File: src/rtl/rv_lsu_ctrl.sv
// Byte-addressed load/store sequencer in front of a word memory; sub-word stores are read-modify-write.
// Latency to rsp_valid_o: error 1, load 2, word store 2, sub-word store 3; holds in RESP until rsp_ready_i.
module rv_lsu_ctrl #(
  parameter int ADDR_WIDTH = 32,
  parameter int DMEM_DEPTH = 1024,
  parameter int IDX_WIDTH  = $clog2(DMEM_DEPTH)
) (
  input  logic                  clk,
  input  logic                  reset,
  input  logic                  req_valid_i,
  output logic                  req_ready_o,
  input  logic [ADDR_WIDTH-1:0] req_addr_i,
  input  logic                  req_wr_i,
  input  logic [1:0]            req_size_i,
  input  logic                  req_unsigned_i,
  input  logic [31:0]           req_wdata_i,
  output logic                  rsp_valid_o,
  input  logic                  rsp_ready_i,
  output logic [31:0]           rsp_rdata_o,
  output logic                  rsp_err_o,
  output logic [IDX_WIDTH-1:0]  dmem_addr_o,
  output logic                  dmem_wr_o,
  output logic [31:0]           dmem_wr_data_o,
  input  logic [31:0]           dmem_data_i
);

  localparam int LA = IDX_WIDTH + 2;

  typedef enum logic [2:0] {IDLE, LOAD, RMW_RD, WRITE, RESP} state_t;
  state_t state, state_d;

  logic [LA-1:0]         addr_q;
  logic [1:0]            size_q;
  logic                  uns_q;
  logic [31:0]           wdata_q;
  logic [31:0]           old_q;
  logic [31:0]           rdata_q;
  logic                  err_q;
  logic [ADDR_WIDTH-1:0] word_idx;
  logic                  req_err;
  logic                  accept;
  logic [7:0]            ld_byte;
  logic [15:0]           ld_half;
  logic [31:0]           ld_ext;
  logic [31:0]           wr_word;

  assign word_idx = req_addr_i >> 2;
  assign accept   = (state == IDLE) && req_valid_i;

  always_comb begin
    req_err = 1'b0;
    if (req_size_i == 2'd3)                         req_err = 1'b1;
    if (req_size_i == 2'd1 && req_addr_i[0])        req_err = 1'b1;
    if (req_size_i == 2'd2 && |req_addr_i[1:0])     req_err = 1'b1;
    if (word_idx >= ADDR_WIDTH'(DMEM_DEPTH))        req_err = 1'b1;
  end

  always_ff @(posedge clk) begin
    if (reset) state <= IDLE;
    else       state <= state_d;
  end

  always_comb begin
    state_d = state;
    case (state)
      IDLE: begin
        if (req_valid_i) begin
          if (req_err)                  state_d = RESP;
          else if (!req_wr_i)           state_d = LOAD;
          else if (req_size_i == 2'd2)  state_d = WRITE;
          else                          state_d = RMW_RD;
        end
      end
      LOAD:    state_d = RESP;
      RMW_RD:  state_d = WRITE;
      WRITE:   state_d = RESP;
      RESP:    if (rsp_ready_i) state_d = IDLE;
      default: state_d = IDLE;
    endcase
  end

  // Lane select on the live memory read while in LOAD, then extend.
  always_comb begin
    ld_byte = dmem_data_i[{addr_q[1:0], 3'b000} +: 8];
    ld_half = addr_q[1] ? dmem_data_i[31:16] : dmem_data_i[15:0];
    case (size_q)
      2'd0:    ld_ext = {{24{~uns_q & ld_byte[7]}}, ld_byte};
      2'd1:    ld_ext = {{16{~uns_q & ld_half[15]}}, ld_half};
      default: ld_ext = dmem_data_i;
    endcase
  end

  always_comb begin
    wr_word = old_q;
    case (size_q)
      2'd0: wr_word[{addr_q[1:0], 3'b000} +: 8] = wdata_q[7:0];
      2'd1: begin
        if (addr_q[1]) wr_word[31:16] = wdata_q[15:0];
        else           wr_word[15:0]  = wdata_q[15:0];
      end
      default: wr_word = wdata_q;
    endcase
  end

  always_ff @(posedge clk) begin
    if (reset) begin
      addr_q  <= '0;
      size_q  <= '0;
      uns_q   <= 1'b0;
      wdata_q <= '0;
      old_q   <= '0;
      rdata_q <= '0;
      err_q   <= 1'b0;
    end else begin
      if (accept) begin
        addr_q  <= req_addr_i[LA-1:0];
        size_q  <= req_size_i;
        uns_q   <= req_unsigned_i;
        wdata_q <= req_wdata_i;
        err_q   <= req_err;
        rdata_q <= '0;
      end
      if (state == LOAD)   rdata_q <= ld_ext;
      if (state == RMW_RD) old_q   <= dmem_data_i;
    end
  end

  assign req_ready_o    = (state == IDLE);
  assign rsp_valid_o    = (state == RESP);
  assign rsp_rdata_o    = rdata_q;
  assign rsp_err_o      = err_q;
  assign dmem_addr_o    = addr_q[LA-1:2];
  // Reset suppresses a strobe already sitting in WRITE so the write never lands.
  assign dmem_wr_o      = (state == WRITE) && !reset;
  assign dmem_wr_data_o = (state == WRITE) ? wr_word : 32'd0;

endmodule

File: config.mk
export PLATFORM = sky130hd
export DESIGN_NAME = rv_lsu_ctrl
export DESIGN_NICKNAME = d
export VERILOG_FILES = /design/src/rtl/rv_lsu_ctrl.sv
export SDC_FILE = /design/constraint.sdc
export NUM_CORES = 1
export LEC_CHECK = 0
export ABC_CLOCK_PERIOD_IN_PS = 3200
export CAP_MARGIN = 20
export CORE_ASPECT_RATIO = 0.8
export CORE_UTILIZATION = 40
export DETAILED_ROUTE_END_ITERATION = 16
export GPL_ROUTABILITY_DRIVEN = 0
export PLACE_DENSITY = 0.75
export SLEW_MARGIN = 40
export SYNTH_ARGS = -nofsm -noshare
export SYNTH_HDL_FRONTEND = slang
export SYNTH_SLANG_ARGS = --single-unit
File: constraint.sdc
create_clock -name clk -period 3.2 [get_ports clk]
set_input_delay 0.64 -clock clk [delete_from_list [all_inputs] [get_ports clk]]
set_output_delay 0.64 -clock clk [all_outputs]
set_load 0.02 [all_outputs]
==> impl_metrics.toml, run 1 <==
[flow_run]
cap_violations = 0

[timing]
period_needed_ns = 3.12
hold_violations = 0
holdWs_ns = 0.456
slew_headroom = 0.504
fin_worst_skew_ns = 0.00704
slew_violations = 0
max_slew.worst_pin.slew_ns = 0.741
setup_ws_ns = 0.0826
period_share = 0.974
fmax_ghz = 0.321
setup_viol_count_final = 0

[placed_design]
dpl.hpwl_mm = 14.5
post_dp_cell_area_sq_mm = 0.00735
port_buffers = 181
pre_cts_slack_ns = 0.143
dp.cells = 999

[routing]
drc = 0
routedWlPerCell_um = 19.6
num_vias = 5991
firstDrtPassIters = 8
drt_iter0_drc = 797
wl_mm = 20.2
avgViaCountPerCell = 5.81
ant_nets = 0

[grt]
track_usage = 0.285
grt_max_degree = 50
grt_antenna_before_repair = 0
gr-total-overflow = 0
grt_pass1_wl_mm = 31.0
grt_pass1_vias = 5886

[pwr]
leakagePower_nw = 2.98
power.density_mw_per_mm2 = 531
ir_drop_mv = 0.427

[worst_hold_path]
hold_class = "flip-flop to flip-flop"
min_path_cells = 2
min_from = "wdata_q[27]"
hold_end = "wdata_q[27]"

[setup_path]
cp.required_ns = 2.56
r2r_setup_slack_ns = 0.84
cp_data_arrival_time_ns = 2.48
endpoint_kind = "output port"
path_max_fanout = 8
worst_setup_path_start_kind = "flip-flop"
rr_worst_depth = 4
worstSetupPathType = "flip-flop to output port"
r2r_end = "rsp_rdata_o[19]"
crit-reg2reg-launch = "state[0]"

[cells_and_area]
area_growth_pct = 46.2
final_util = 0.612
num_antenna_cells = 0
final_nets = 952
drive_above_1_share = 0.0900
fin_area_sq_mm = 0.00804
stdcell_count = 1031

[clock_network]
cts_tree = "built"
cts.sinks = 115
clkTransAtPathRegs_ns = 0.06
clockBufferDepth = 2
htreeDepth = 4
cts_hold_buffers = 0
clkLatencyLatePin_ns = 0.41
cts-buffers-inserted = 17
cts_root_buf = "clkbuf_16"

[yosys]
synth-edff-count = 0
synth_area_sq_mm = 0.00550
async_reset_ff_frac = 0
synth_area_leaders = "dfxtp_1, nand2_1, a21oi_1"
avgSynthCellArea_sq_um = 7.95
synth_nets = 801
yosysTopAreaCell = "dfxtp_1"
ys_warn_count = 0
synthCells = 692
ys_types = 46
synth_seq_cells = 115
synth_top_area_frac = 0.419
yosysSeqAreaShare = 0.419
synth_flop_cell = "dfxtp_1"

[floorplan]
die_x_um = 133
die_y_um = 107
fp.coreArea_sq_mm = 0.0131
start_util = 0.418
die-area_sq_mm = 0.0142
rows = 37
io_pins = 182

[outcome]
status = "finished, final reports clean"
-- registers in the layout, summed over array words and instances (netlist names) --
signal,flops
old_q,32
size_q,2
state,3
uns_q,1
wdata_q,32
rsp_err_o,1
rsp_rdata_o,32
addr_q,12
-- cell usage in the layout, fill, tap and decap left out, drive strengths merged, types with 8 or more instances in the layout --
| master | netlist | final |
|---|---|---|
| a22o | 8 | 8 |
| dfxtp | 115 | 115 |
| a221o | 16 | 16 |
| nand2 | 178 | 178 |
| inv | 9 | 10 |
| mux2i | 19 | 19 |
| a22oi | 8 | 8 |
| dlymetal6s2s | 0 | 8 |
| nor2b | 11 | 11 |
| nand2b | 8 | 8 |
| a32oi | 8 | 8 |
| nor2 | 41 | 41 |
| a211oi | 8 | 8 |
| a221oi | 15 | 15 |
| a211o | 9 | 9 |
| a21oi | 100 | 100 |
| a222oi | 15 | 15 |
| dlygate4sd2 | 0 | 13 |
| buf | 28 | 26 |
| clkdlybuf4s50 | 0 | 151 |
| o21ai | 10 | 10 |
| nor3 | 8 | 8 |
| clkbuf | 40 | 21 |
-- stage by stage --
| stage | power [mW] | TNS (ns) |
|---|---|---|
| 4_1_cts | 4.26 | 0 |
| 3_3_place_gp | 2.06 | 0 |
| 6_report | 4.27 | 0 |
| 3_5_place_dp | 2.07 | 0 |
| 2_1_floorplan | 1.81 | 0 |
| 5_1_grt | 4.40 | -0.0168 |
-- worst max-delay path by stage --
stage,start,endpoint
after floorplan,addr_q[0],dmem_wr_data_o[24]
after global placement,addr_q[1],dmem_wr_data_o[31]
after detailed placement,addr_q[1],dmem_wr_data_o[31]
after CTS,addr_q[1],dmem_wr_data_o[2]
after global routing,addr_q[0],dmem_wr_data_o[8]
final,addr_q[0],dmem_wr_data_o[15]
-- cell families (layout without fill, tap and decap cells) --
kind of cell	Yosys count	in the layout	synth area share
AND/OR/NAND/NOR	271	271	0.214
AO/OA/AOI/OAI	205	205	0.255
flip-flops	115	115	0.419
buffers and inverters	77	241	0.0673
multiplexers	19	19	0.0346
adder cells (fa/ha/maj)	5	5	0.0114
-- layout make-up --
| class | instances | area (sq um) |
|---|---|---|
| clock inverters | 13 | 229 |
| multi-input cells | 500 | 2880 |
| clock buffers | 19 | 453 |
| well taps | 175 | 219 |
| repair buffers | 200 | 1930 |
| fillers | 1149 | 5100 |
| inverters | 9 | 33.8 |
| flip-flops and latches | 115 | 2300 |
-- where the power goes --
part           total (mW)  switching, mW  internal, mW  leakage, nW
registers            1.53         0.0523          1.48        0.934
clock network        2.20          0.698          1.50        0.322
logic               0.541          0.292         0.248         1.73
total                4.27           1.04          3.23         2.98
-- critical path: stages (launching register included) --
cell	delay, ns
dfxtp_1	0.31
inv_1	0.16
ha_1	0.27
and4b_2	0.33
a22o_1	0.20
a222oi_1	0.38
nor2_1	0.09
dlygate4sd2_1	0.34
-- cells in the mapped netlist (all sizes together), types with 9 or more instances --
library cell and count:
mux2i 19, a211o 9, inv 9, dfxtp 115, nor2b 11, nor2 41
clkbuf 40, a221o 16, a222oi 15, buf 28, a221oi 15, a21oi 100
o21ai 10, nand2 178
-- per-layer routing --
| layer | up-vias | wire length, um | global-route usage |
|---|---|---|---|
| li1 | 2759 | - | - |
| met1 | 2819 | 8030 | 0.357 |
| met2 | 371 | 9330 | 0.464 |
| met3 | 42 | 2360 | 0.0879 |
| met4 | 0 | 509 | 0.101 |
| met5 | - | 0 | 0 |
-- what timing repair did --
| item | 4_1_cts | 5_1_grt |
|---|---|---|
| endpoints found under the setup margin | 31 | 26 |
| pin swaps | 0 | 2 |
| setup buffers | 0 | 0 |
| gates resized for setup | 38 | 23 |
Note: power is estimated with default switching activity, not from simulation.
==> run 2, diff against run 1 <==
- CORE_ASPECT_RATIO: 0.8 -> unset
==> run 2 against run 1 <==
Worst setup slack lost 0.053 ns; critical endpoint is now dmem_wr_data_o[0]; combinational power shrank 0.9%; first-iteration DRC count shrank 28%; cell area shrank 0.95%; global-route usage shrank 3.0 points; largest power group unchanged; register-to-register slack gained 0.32 ns; via count shrank 5.4%; fmax shrank 1.7%; wire length shrank 13%.
==> impl_metrics.toml, run 2 (same netlist as run 1, synthesis figures left out) <==
[routing]
avgViaCountPerCell = 5.46
drc = 0
wl_mm = 17.6
firstDrtPassIters = 10
routedWlPerCell_um = 16.9
num_vias = 5669
ant_nets = 0
drt_iter0_drc = 571

[cells_and_area]
n_fill_cell = 1258
final_nets = 958
num_antenna_cells = 0
fin_area_sq_mm = 0.00797
final_common_cell = "nand2_1"
drive_above_1_share = 0.0812
final_util = 0.597
final_cell_mix = "nand2_1, clkdlybuf4s50_1, dfxtp_1"
area_growth_pct = 44.9

[setup_path]
cp_data_arrival_time_ns = 2.53
slowest_stage = "a211o_1"
slowest_delay_ns = 0.37
critPathTopFamily = "buffers and inverters"
crit_path_start = "addr_q[1]"
crit-reg2reg-launch = "state[0]"
crit_buf_inv = 4
path_max_fanout = 5
worstSetupPathType = "flip-flop to output port"
path_cells = "inv_1 -> ha_1 -> nor3b_1 -> a211o_1 -> buf_4 -> buf_4 -> a22oi_1 -> nor2_1 -> dlygate4sd2_1"
path_common_cell = "buf_4"
endpoint_kind = "output port"
cp.required_ns = 2.56
worst_setup_path_start_kind = "flip-flop"

[timing]
fin_worst_skew_ns = 0.00716
fmax_ghz = 0.315
hold_violations = 0
slew_violations = 0
period_share = 0.991
setup_viol_count_final = 0
setup-tns-final_ns = 0
slew_headroom = 0.524
period_needed_ns = 3.17
holdWs_ns = 0.451
max_slew.worst_pin.slew_ns = 0.712
grt_setup_unrepaired = "yes"

[outcome]
status = "finished, final reports clean"

[clock_network]
clkTransAtPathRegs_ns = 0.05
clockBufferDepth = 2
cts_root_buf = "clkbuf_16"
cts_hold_buffers = 0
cts-buffers-inserted = 17
htreeDepth = 4
clkLatencyLatePin_ns = 0.42
cts_tree = "built"
cts.sinks = 115

[flow_run]
cap_violations = 0

[floorplan]
start_util = 0.412
fp.coreArea_sq_mm = 0.0133
io_pins = 182
die-area_sq_mm = 0.0142
rows = 42
die_x_um = 119
die_y_um = 119

[worst_hold_path]
min_from = "addr_q[7]"
hold_class = "flip-flop to flip-flop"

[grt]
gr-total-overflow = 0
grt_antenna_before_repair = 0
grt_max_degree = 50
grt_pass1_vias = 5528
track_usage = 0.256
grt_pass1_wl_mm = 28.1

[pwr]
ir_drop_mv = 0.252
power.density_mw_per_mm2 = 478
leakagePower_nw = 2.91

[placed_design]
dpl.hpwl_mm = 12.5
port_buffers = 181
post_dp_cell_area_sq_mm = 0.00737
==> run 2: worst min-delay path, stage by stage, from the launching register on <==
cell and delay [ns]:
dfxtp_1 0.30, nand2_1 0.05, a21oi_1 0.05
==> run 2: layout make-up <==
cell class                 instances  area [sq um]  share of cell area
multi-input combinational        500          2870               0.360
sequential                       115          2300               0.289
clock inverter                     5          50.0             0.00628
inverter                           9          33.8             0.00424
timing repair buffer             206          2000               0.251
clock buffer                      27           493              0.0619
tap                              176           220              0.0276
==> run 2: where the power goes <==
part	internal (mW)	switching [mW]	total [mW]
Sequential	1.48	0.0476	1.53
Combinational	0.262	0.275	0.536
Clock	1.12	0.626	1.75
Total	2.86	0.948	3.81
==> run 2: per-layer routing <==
| metal | GRT usage | up-vias | wire length (um) |
|---|---|---|---|
| met3 | 0.0613 | 33 | 1340 |
| met5 | 0 | - | 0 |
| met1 | 0.311 | 2611 | 7300 |
| met2 | 0.426 | 246 | 8470 |
| met4 | 0.117 | 0 | 474 |
| li1 | - | 2779 | - |
==> run 2: final timing paths <==
check,slack (ns),to,cells after the start
worst max-delay path,0.03,dmem_wr_data_o[0],9
worst min register to register,0.45,addr_q[7],2
worst min-delay path,0.45,addr_q[7],2
worst max register to register,1.16,rsp_rdata_o[30],5
==> run 2: stage by stage <==
stage	setup WS (ns)	instances	total power [mW]
floorplan	0.440	692	1.81
global placement	0.194	1002	2.06
detailed placement	0.137	1002	2.06
CTS	-0.0457	1035	3.81
global route	-0.186	1038	3.96
finish	0.0292	1038	3.81
==> run 2: what timing repair did <==
item	4_1_cts	5_1_grt
setup endpoints to repair	26	27
pin swaps	1	2
resized for setup	33	16
setup buffers	1	3
